[config.mk]
export PLATFORM = sky130hd
export DESIGN_NAME = trigger_frame_reader
export DESIGN_NICKNAME = d
export VERILOG_FILES = /design/src/rtl/trigger_frame_reader.sv
export SDC_FILE = /design/constraint.sdc
export NUM_CORES = 1
export LEC_CHECK = 0
export CAP_MARGIN = 20
export CELL_PAD_IN_SITES_DETAIL_PLACEMENT = 0
export CELL_PAD_IN_SITES_GLOBAL_PLACEMENT = 2
export CORE_ASPECT_RATIO = 0.7
export CORE_UTILIZATION = 32
export CTS_CLUSTER_DIAMETER = 100
export DETAILED_ROUTE_END_ITERATION = 7
export MAX_ROUTING_LAYER = met4
export PLACE_DENSITY_LB_ADDON = 0.08
export SLEW_MARGIN = 20
export SYNTH_ARGS = -nofsm -noshare
export SYNTH_HDL_FRONTEND = slang
export SYNTH_SLANG_ARGS = --single-unit
[constraint.sdc]
create_clock -name clk -period 3.6 [get_ports clk]
set_clock_uncertainty 0.15 [all_clocks]
set_input_delay 0.36 -clock clk [delete_from_list [all_inputs] [get_ports clk]]
set_output_delay 0.36 -clock clk [all_outputs]
set_load 0.005 [all_outputs]
[src/rtl/trigger_frame_reader.sv]
// rtl/trigger_frame_reader.sv - read side of the triggered capture buffer
//
// Reads the DEPTH samples of a completed frame from a 1-cycle-latency RAM,
// converts each to a screen Y coordinate and streams them to the plotter.
//
// Ports:
//   clk, rst            clock, asynchronous active-high reset
//   frame_valid         1-cycle pulse: complete frame in RAM
//   frame_start_addr    RAM address of the oldest sample (with frame_valid)
//   rd_en, rd_addr      RAM read strobe / address
//   rd_data             RAM data, valid the cycle after rd_en
//   out_valid/out_ready sample handshake to the plotter
//   out_x, out_y        sample index within frame / screen Y
//   out_last            marks out_x = DEPTH-1
//   busy                readout in progress (covers the done cycle)
//   done                1-cycle pulse after the last sample handshake
//   overrun             sticky: frame_valid arrived while busy
module trigger_frame_reader #(
  parameter int DEPTH    = 256,
  parameter int ADDR_W   = 8,
  parameter int DATA_W   = 12,
  parameter int OUT_W    = 8,
  parameter int Y_W      = 10,
  parameter int Y_OFFSET = 100
) (
  input  logic              clk,
  input  logic              rst,
  input  logic              frame_valid,
  input  logic [ADDR_W-1:0] frame_start_addr,
  output logic              rd_en,
  output logic [ADDR_W-1:0] rd_addr,
  input  logic [DATA_W-1:0] rd_data,
  output logic              out_valid,
  input  logic              out_ready,
  output logic [ADDR_W-1:0] out_x,
  output logic [Y_W-1:0]    out_y,
  output logic              out_last,
  output logic              busy,
  output logic              done,
  output logic              overrun
);

  localparam logic [Y_W-1:0]    Y_OFF     = Y_W'(Y_OFFSET);
  localparam logic [ADDR_W:0]   DEPTH_CNT = (ADDR_W+1)'(DEPTH);
  localparam logic [ADDR_W-1:0] LAST_X    = ADDR_W'(DEPTH - 1);

  typedef enum logic [1:0] {IDLE, STREAM, DRAIN} state_e;

  state_e            state_q, state_d;
  logic [ADDR_W-1:0] rd_ptr_q, rd_ptr_d;
  logic [ADDR_W:0]   issue_cnt_q, issue_cnt_d;
  logic              inflight_q;
  logic [Y_W-1:0]    fifo_q [2];
  logic              wr_idx_q, rd_idx_q;
  logic [1:0]        count_q;
  logic [ADDR_W-1:0] x_q;
  logic              done_q, overrun_q;

  logic              pop, start, issue, last_pop;
  logic [1:0]        occupancy;
  logic [OUT_W-1:0]  scaled, scaled_inv;
  logic [Y_W-1:0]    y_new;

  // Y is computed on capture so the FIFO holds ready-to-send coordinates.
  // 2^OUT_W-1-scaled is simply the bitwise inverse of scaled.
  assign scaled     = rd_data[DATA_W-1 -: OUT_W];
  assign scaled_inv = ~scaled;
  assign y_new      = Y_OFF + {{(Y_W-OUT_W){1'b0}}, scaled_inv};

  assign out_valid = (count_q != 2'd0);
  assign pop       = out_valid & out_ready;
  assign out_x     = x_q;
  assign out_y     = out_valid ? fifo_q[rd_idx_q] : '0;
  assign out_last  = out_valid & (x_q == LAST_X);
  assign last_pop  = pop & out_last;

  // done_q keeps busy high for the done cycle so a new frame there is rejected.
  assign busy    = (state_q != IDLE) | done_q;
  assign done    = done_q;
  assign overrun = overrun_q;
  assign start   = frame_valid & (state_q == IDLE) & ~done_q;
  assign rd_addr = rd_ptr_q;

  // Slots committed after this cycle: stored + arriving - leaving. A read
  // is only issued when a FIFO slot is guaranteed for its data.
  assign occupancy = count_q + {1'b0, inflight_q} - {1'b0, pop};
  assign issue     = (state_q == STREAM) & (issue_cnt_q != '0) & (occupancy < 2'd2);

  always_comb begin
    state_d     = state_q;
    rd_ptr_d    = rd_ptr_q;
    issue_cnt_d = issue_cnt_q;
    rd_en       = 1'b0;
    case (state_q)
      IDLE: begin
        if (start) begin
          rd_ptr_d    = frame_start_addr;
          issue_cnt_d = DEPTH_CNT;
          state_d     = STREAM;
        end
      end
      STREAM: begin
        if (issue) begin
          rd_en       = 1'b1;
          rd_ptr_d    = rd_ptr_q + 1'b1;  // natural wrap modulo DEPTH
          issue_cnt_d = issue_cnt_q - 1'b1;
          if (issue_cnt_q == (ADDR_W+1)'(1)) state_d = DRAIN;
        end
      end
      DRAIN: begin
        if (last_pop) state_d = IDLE;
      end
      default: state_d = IDLE;
    endcase
  end

  always_ff @(posedge clk or posedge rst) begin
    if (rst) begin
      state_q     <= IDLE;
      rd_ptr_q    <= '0;
      issue_cnt_q <= '0;
      inflight_q  <= 1'b0;
      fifo_q[0]   <= '0;
      fifo_q[1]   <= '0;
      wr_idx_q    <= 1'b0;
      rd_idx_q    <= 1'b0;
      count_q     <= 2'd0;
      x_q         <= '0;
      done_q      <= 1'b0;
      overrun_q   <= 1'b0;
    end else begin
      state_q     <= state_d;
      rd_ptr_q    <= rd_ptr_d;
      issue_cnt_q <= issue_cnt_d;
      inflight_q  <= rd_en;
      if (inflight_q) begin
        fifo_q[wr_idx_q] <= y_new;
        wr_idx_q         <= ~wr_idx_q;
      end
      if (pop) rd_idx_q <= ~rd_idx_q;
      count_q <= count_q + {1'b0, inflight_q} - {1'b0, pop};
      if (start) begin
        x_q <= '0;
      end else if (pop) begin
        x_q <= x_q + 1'b1;
      end
      done_q    <= (state_q == DRAIN) & last_pop;
      overrun_q <= overrun_q | (frame_valid & busy);
    end
  end

endmodule

==> Word level (Yosys, flattened, before mapping) <==
Cells that the tools add are included.
{ "totals": {"reg_bits": 54, "word_cells": 78, "inputBits": 24, "output_inout_bits": 32} }
{ "op_classes": {"bitwise_logic": 17, "n_eq_ne": 8, "addsub": 6, "n_lt_le_gt_ge": 4, "n_mux": 22, "reduce_logical": 9} }
{ "op_table": {"columns": ["operator", "n"], "rows": [
  ["2-to-1 mux 10 bit", 5],
  ["2-to-1 mux 8 bit", 4],
  ["bitwise mux 20 bit", 1],
  ["2-to-1 mux 9 bit", 2],
  ["case mux 9 bit (2 select lines)", 1],
  ["adder 8 x 1 -> 8 bit, second input constant", 2],
  ["case mux 8 bit (2 select lines)", 1],
  ["demux 10 bit (select 1 bit)", 1],
  ["adder 7 x 8 -> 9 bit, first input constant", 1],
  ["AND 1 bit", 9],
  ["== test 9 x 1 -> 1 bit, second input constant", 1],
  ["nonzero test 9 bit", 1],
  ["subtractor 9 x 1 -> 9 bit, second input constant", 1],
  ["== test 8 bit, second input constant", 1],
  ["2-to-1 mux 2 bit", 4],
  ["NOT 8 bit", 1],
  ["nonzero test 2 bit", 4],
  ["!= test 2 bit, second input constant", 3],
  ["case mux 2 bit (3 select lines)", 1],
  ["greater-or-equal comparator 2 bit, second input constant", 2],
  ["NOT 1 -> 2 bit", 2],
  ["AND reduction 4 bit", 1],
  ["NOT 1 bit", 3],
  ["AND reduction 3 bit", 1],
  ["other kinds (11)", 13]
]} }

==> Logic depth before layout (Yosys ltp) <==
{ "logic_depth": {"depth_word": 7, "ltp_mapped": 10, "mapped_depth_nobuf": 9} }

==> Least setup slack after synthesis <==
Ideal clock, no wire load.
{ "synth_timing": {"path_kind": "register -> register", "start": "register count_q[0]", "end": "register issue_cnt_q[5]", "required_ns": 3.326, "path_slack_ns": 0.808, "synth_period_minus_slack_ns": 2.792, "stages_incl_launch_ff": 11, "n_path_buf": 1, "arrival_ns": 2.518, "setup_time_ns": 0.124, "cell_sequence": "dfrtp_1 -> o21ai_1 -> inv_1 -> ha_1 -> inv_1 -> ha_1 -> xnor3_1 -> o311ai_4 -> nor2b_1 -> buf_4 -> a211o_1"} }
{ "synth_via": {"elab_chain_cells": 7, "word_cells_on_any_way": 8, "cone_classes": "2 x add/sub; 1 x order compare; 1 x eq/ne; 2 x bitwise; 2 x reduce/logical"} }
{ "synth_lines": {"columns": ["item", "line", "text"], "rows": [
  ["start, declared", "55", "logic [1:0] count_q;"],
  ["start signal, assigned", "141", "count_q <= count_q + {1'b0, inflight_q} - {1'b0, pop};"],
  ["nonzero test 2 bit", "70", "assign out_valid = (count_q != 2'd0);"],
  ["AND 1 bit", "71", "assign pop = out_valid & out_ready;"],
  ["via pop", "59", "logic pop, start, issue, last_pop;"],
  ["subtractor 2 x 1 -> 2 bit", "86", "assign occupancy = count_q + {1'b0, inflight_q} - {1'b0, pop};"],
  ["less-than comparator 2 bit", "87", "assign issue = (state_q == STREAM) & (issue_cnt_q != '0) & (occupancy < 2'd2);"],
  ["AND 1 bit", "87", null],
  ["!= test 2 bit (no source line)", null, null],
  ["AND reduction 3 bit (no source line)", null, null],
  ["end signal, assigned", "134", "issue_cnt_q <= issue_cnt_d;"],
  ["end, declared", "51", "logic [ADDR_W:0] issue_cnt_q, issue_cnt_d;"]
]} }
The timed path passes the listed nets, and every way through them passes these cells.
A chain may end at the register's enable or synchronous reset.

==> Final worst setup path <==
{ "layout_timing": {"start": "input out_ready", "end": "output rd_en"} }
{ "layout_via": {"elab_chain_cells": 6} }
{ "layout_lines": {"columns": ["item", "line", "text"], "rows": [
  ["start, declared", "34", "input logic out_ready,"],
  ["AND 1 bit", "71", null],
  ["via pop", "59", null],
  ["subtractor 2 x 1 -> 2 bit", "86", null],
  ["less-than comparator 2 bit", "87", null],
  ["AND 1 bit", "87", null],
  ["2-to-1 mux 1 bit", "103", "if (issue) begin"],
  ["2-to-1 mux 1 bit", "94", "case (state_q)"],
  ["end, declared", "30", "output logic rd_en,"]
]} }
The timed path passes the listed nets, and every way through them passes these cells.

==> reports/results.ini <==
[setup_path]
r2r_start = count_q[0]
start_kind = input port
reg2reg_slack_ns = 0.74
timing.rr.end = issue_cnt_q[5]
crit_required_ns = 3.09
path_class = in2out
arrival_ns = 2.68
crit_path_end_kind = primary output
r2r_cells = 11
worstPathMaxFanout = 6

[drt]
drc = 0
avgViaCountPerCell = 5.04
first_iter_violations = 94
drt-wirelength-per-cell_um = 15.0
finalWirelength_um = 6570
vias = 2206
drt_pre_antenna_iters = 4
ant_nets = 0

[finish]
drive_above_1_share_pct = 7.12
fillers = 823
num-nets-final = 368
stdcell_area_mm2 = 0.00352
final_cell_mix = 52 x dfrtp_1, 50 x clkdlybuf4s50_1, 35 x nand2_1
regArea_mm2 = 0.00130
final_common_cell = dfrtp_1
fin_util_pct = 43.4
antennaDiodeCount = 0
multiInputGateArea_mm2 = 0.00131
area.growth.synth_to_final_pct = 27.1

[synthesis]
synth_edf_count = 0
syn_inst = 287
synth.yosys.seq_area_share_pct = 47.0
syn_area_per_cell_um2 = 9.65
ys_ff_latch = 52
async_flop_share_pct = 100
synth_cell_types = 49
yosysWarnings = 0
ys.flop_type = dfrtp_1
syn_nets = 319
synth_area_mm2 = 0.00277

[global_routing]
grt_pass1_vias = 2068
grt_max_degree = 38
grt_pass1_wl_um = 10900
met1_usage_pct = 24.8
use_met2_pct = 20.7
met3_usage_pct = 3.34
antenna_found_initial = 0
gr-total-overflow = 0
busiest_layer = met1
grt_usage_pct = 16.2

[clocking]
numCtsBuffers = 5
cts_root_buf = clkbuf_16
h-tree-depth = 2
cts.sinks = 52
cts-resized-gates = 0
holdBufCountCts = 0
clock_latency_ns = 0.29
cts_setup_buffers = 0
clock_tree.buffer_depth = 2
cts_tree = done
clkSlewWorstSetupHoldPaths_ns = 0.07

[placement]
dp.final_hpwl_um = 4780
gp_congestion = 0.758
port_buffers = 50
placed_area_mm2 = 0.00337

[floorplan]
initial_utilization_pct = 34.2
core-area_mm2 = 0.00811
io_pins = 56
rows = 27
die_y_um = 79.8
die_area_mm2 = 0.00904
chipWidth_um = 113

[timing]
drv_slew = 0
finalSetupViolCount = 0
rsz0062_at_grt = no
period_needed_ns = 3.19
slew_headroom_pct = 59.1
tns_ns = 0
fin_crit_sh_pct = 88.7
worstMarginPinSlew_ns = 0.614
fmax_mhz = 313
final_hold_viol_count = 0

[power_and_ir_drop]
finalPower_mw = 3.23
peakVddDrop_v = 0.000414
leakagePower_nw = 1.53
power.density_mw_per_mm2 = 916

[status]
outcome = completed

[run]
drv_cap = 0

[worst_hold_path]
worst_hold_path_type = in2async

-- metal layers --
layer	part of all wire, %	wire (um)	vias to the layer above
met1	57	3740	1046
met5	0	0	-
met3	4.7	311	6
met2	38	2470	52
li1	-	-	1102
met4	0.70	46	0
-- where the power goes --
| group | internal, mW | switching (mW) |
|---|---|---|
| registers | 0.845 | 0.261 |
| logic | 0.830 | 0.801 |
| clock network | 0.277 | 0.211 |
| total | 1.95 | 1.27 |
-- worst max-delay path: stages --
cell	delay [ns]
clkdlybuf4s50_1	0.41
o21ai_1	0.11
inv_1	0.15
ha_1	0.30
inv_1	0.04
ha_1	0.17
xnor3_1	0.35
o311ai_4	0.15
inv_1	0.13
clkdlybuf4s50_1	0.52
-- Yosys cell counts (all sizes together), types with 4 or more instances --
library cell,number,area [um^2]
dfrtp,52,1300
inv,21,78.8
nor2,21,78.8
a21oi,7,35.0
mux2i,12,120
o22ai,8,50.1
nand3,6,30.0
buf,8,52.5
nand2,35,131
a221oi,6,52.6
clkbuf,7,26.3
ha,8,100
o21ai,22,114
a211o,4,35.0
xor2,6,52.6
nor3,12,60.1
nand2b,5,31.3
or3,5,41.3
xnor2,7,61.3
-- sequential cells by signal (all words and copies together), names as in the netlist --
| name | cells |
|---|---|
| out_x | 8 |
| done | 1 |
| fifo_q | 18 |
| rd_addr | 8 |
| rd_idx_q | 1 |
| wr_idx_q | 1 |
| issue_cnt_q | 9 |
| state_q | 2 |
| overrun | 1 |
| count_q | 2 |
| inflight_q | 1 |
-- cell families (layout without fill, tap and decap cells) --
kind of cell    count (synthesis)  after routing  share of synthesized area, %
simple gates                   99             99                          17.2
compound gates                 62             62                          15.9
flops                          52             52                          47.0
buf+inv                        36             86                          5.69
mux                            15             15                          5.56
xor+xnor                       14             14                          4.92
fa+ha+maj                       8              8                          3.61
other cells                     1              1                         0.135
-- layout make-up --
type | count | share of cell area [%]
well taps | 101 | 3.59
flip-flops and latches | 52 | 37.0
clock inverters | 1 | 0.213
multi-input cells | 199 | 37.2
clock buffers | 7 | 4.05
inverters | 21 | 2.24
repair buffers | 57 | 15.7
-- metrics by stage --
step                      hold slack, ns  worst slack [ns]  std cells
after floorplan                    0.299             0.808        287
after global placement             0.294             0.419        430
after detailed placement           0.299             0.402        430
after CTS                          0.214             0.391        438
after global routing               0.258             0.201        438
final                              0.206             0.407        438
-- how the worst max path moves through the flow --
stage,from,endpoint,slack [ns],cells after the start
finish,out_ready,rd_en,0.41,10
detailed placement,out_ready,rd_en,0.40,10
floorplan,count_q[0],issue_cnt_q[5],0.81,10
global placement,out_ready,rd_en,0.42,10
global route,out_ready,rd_en,0.20,10
CTS,out_ready,rd_en,0.39,10
No activity file was read; power rests on OpenSTA's default activity.
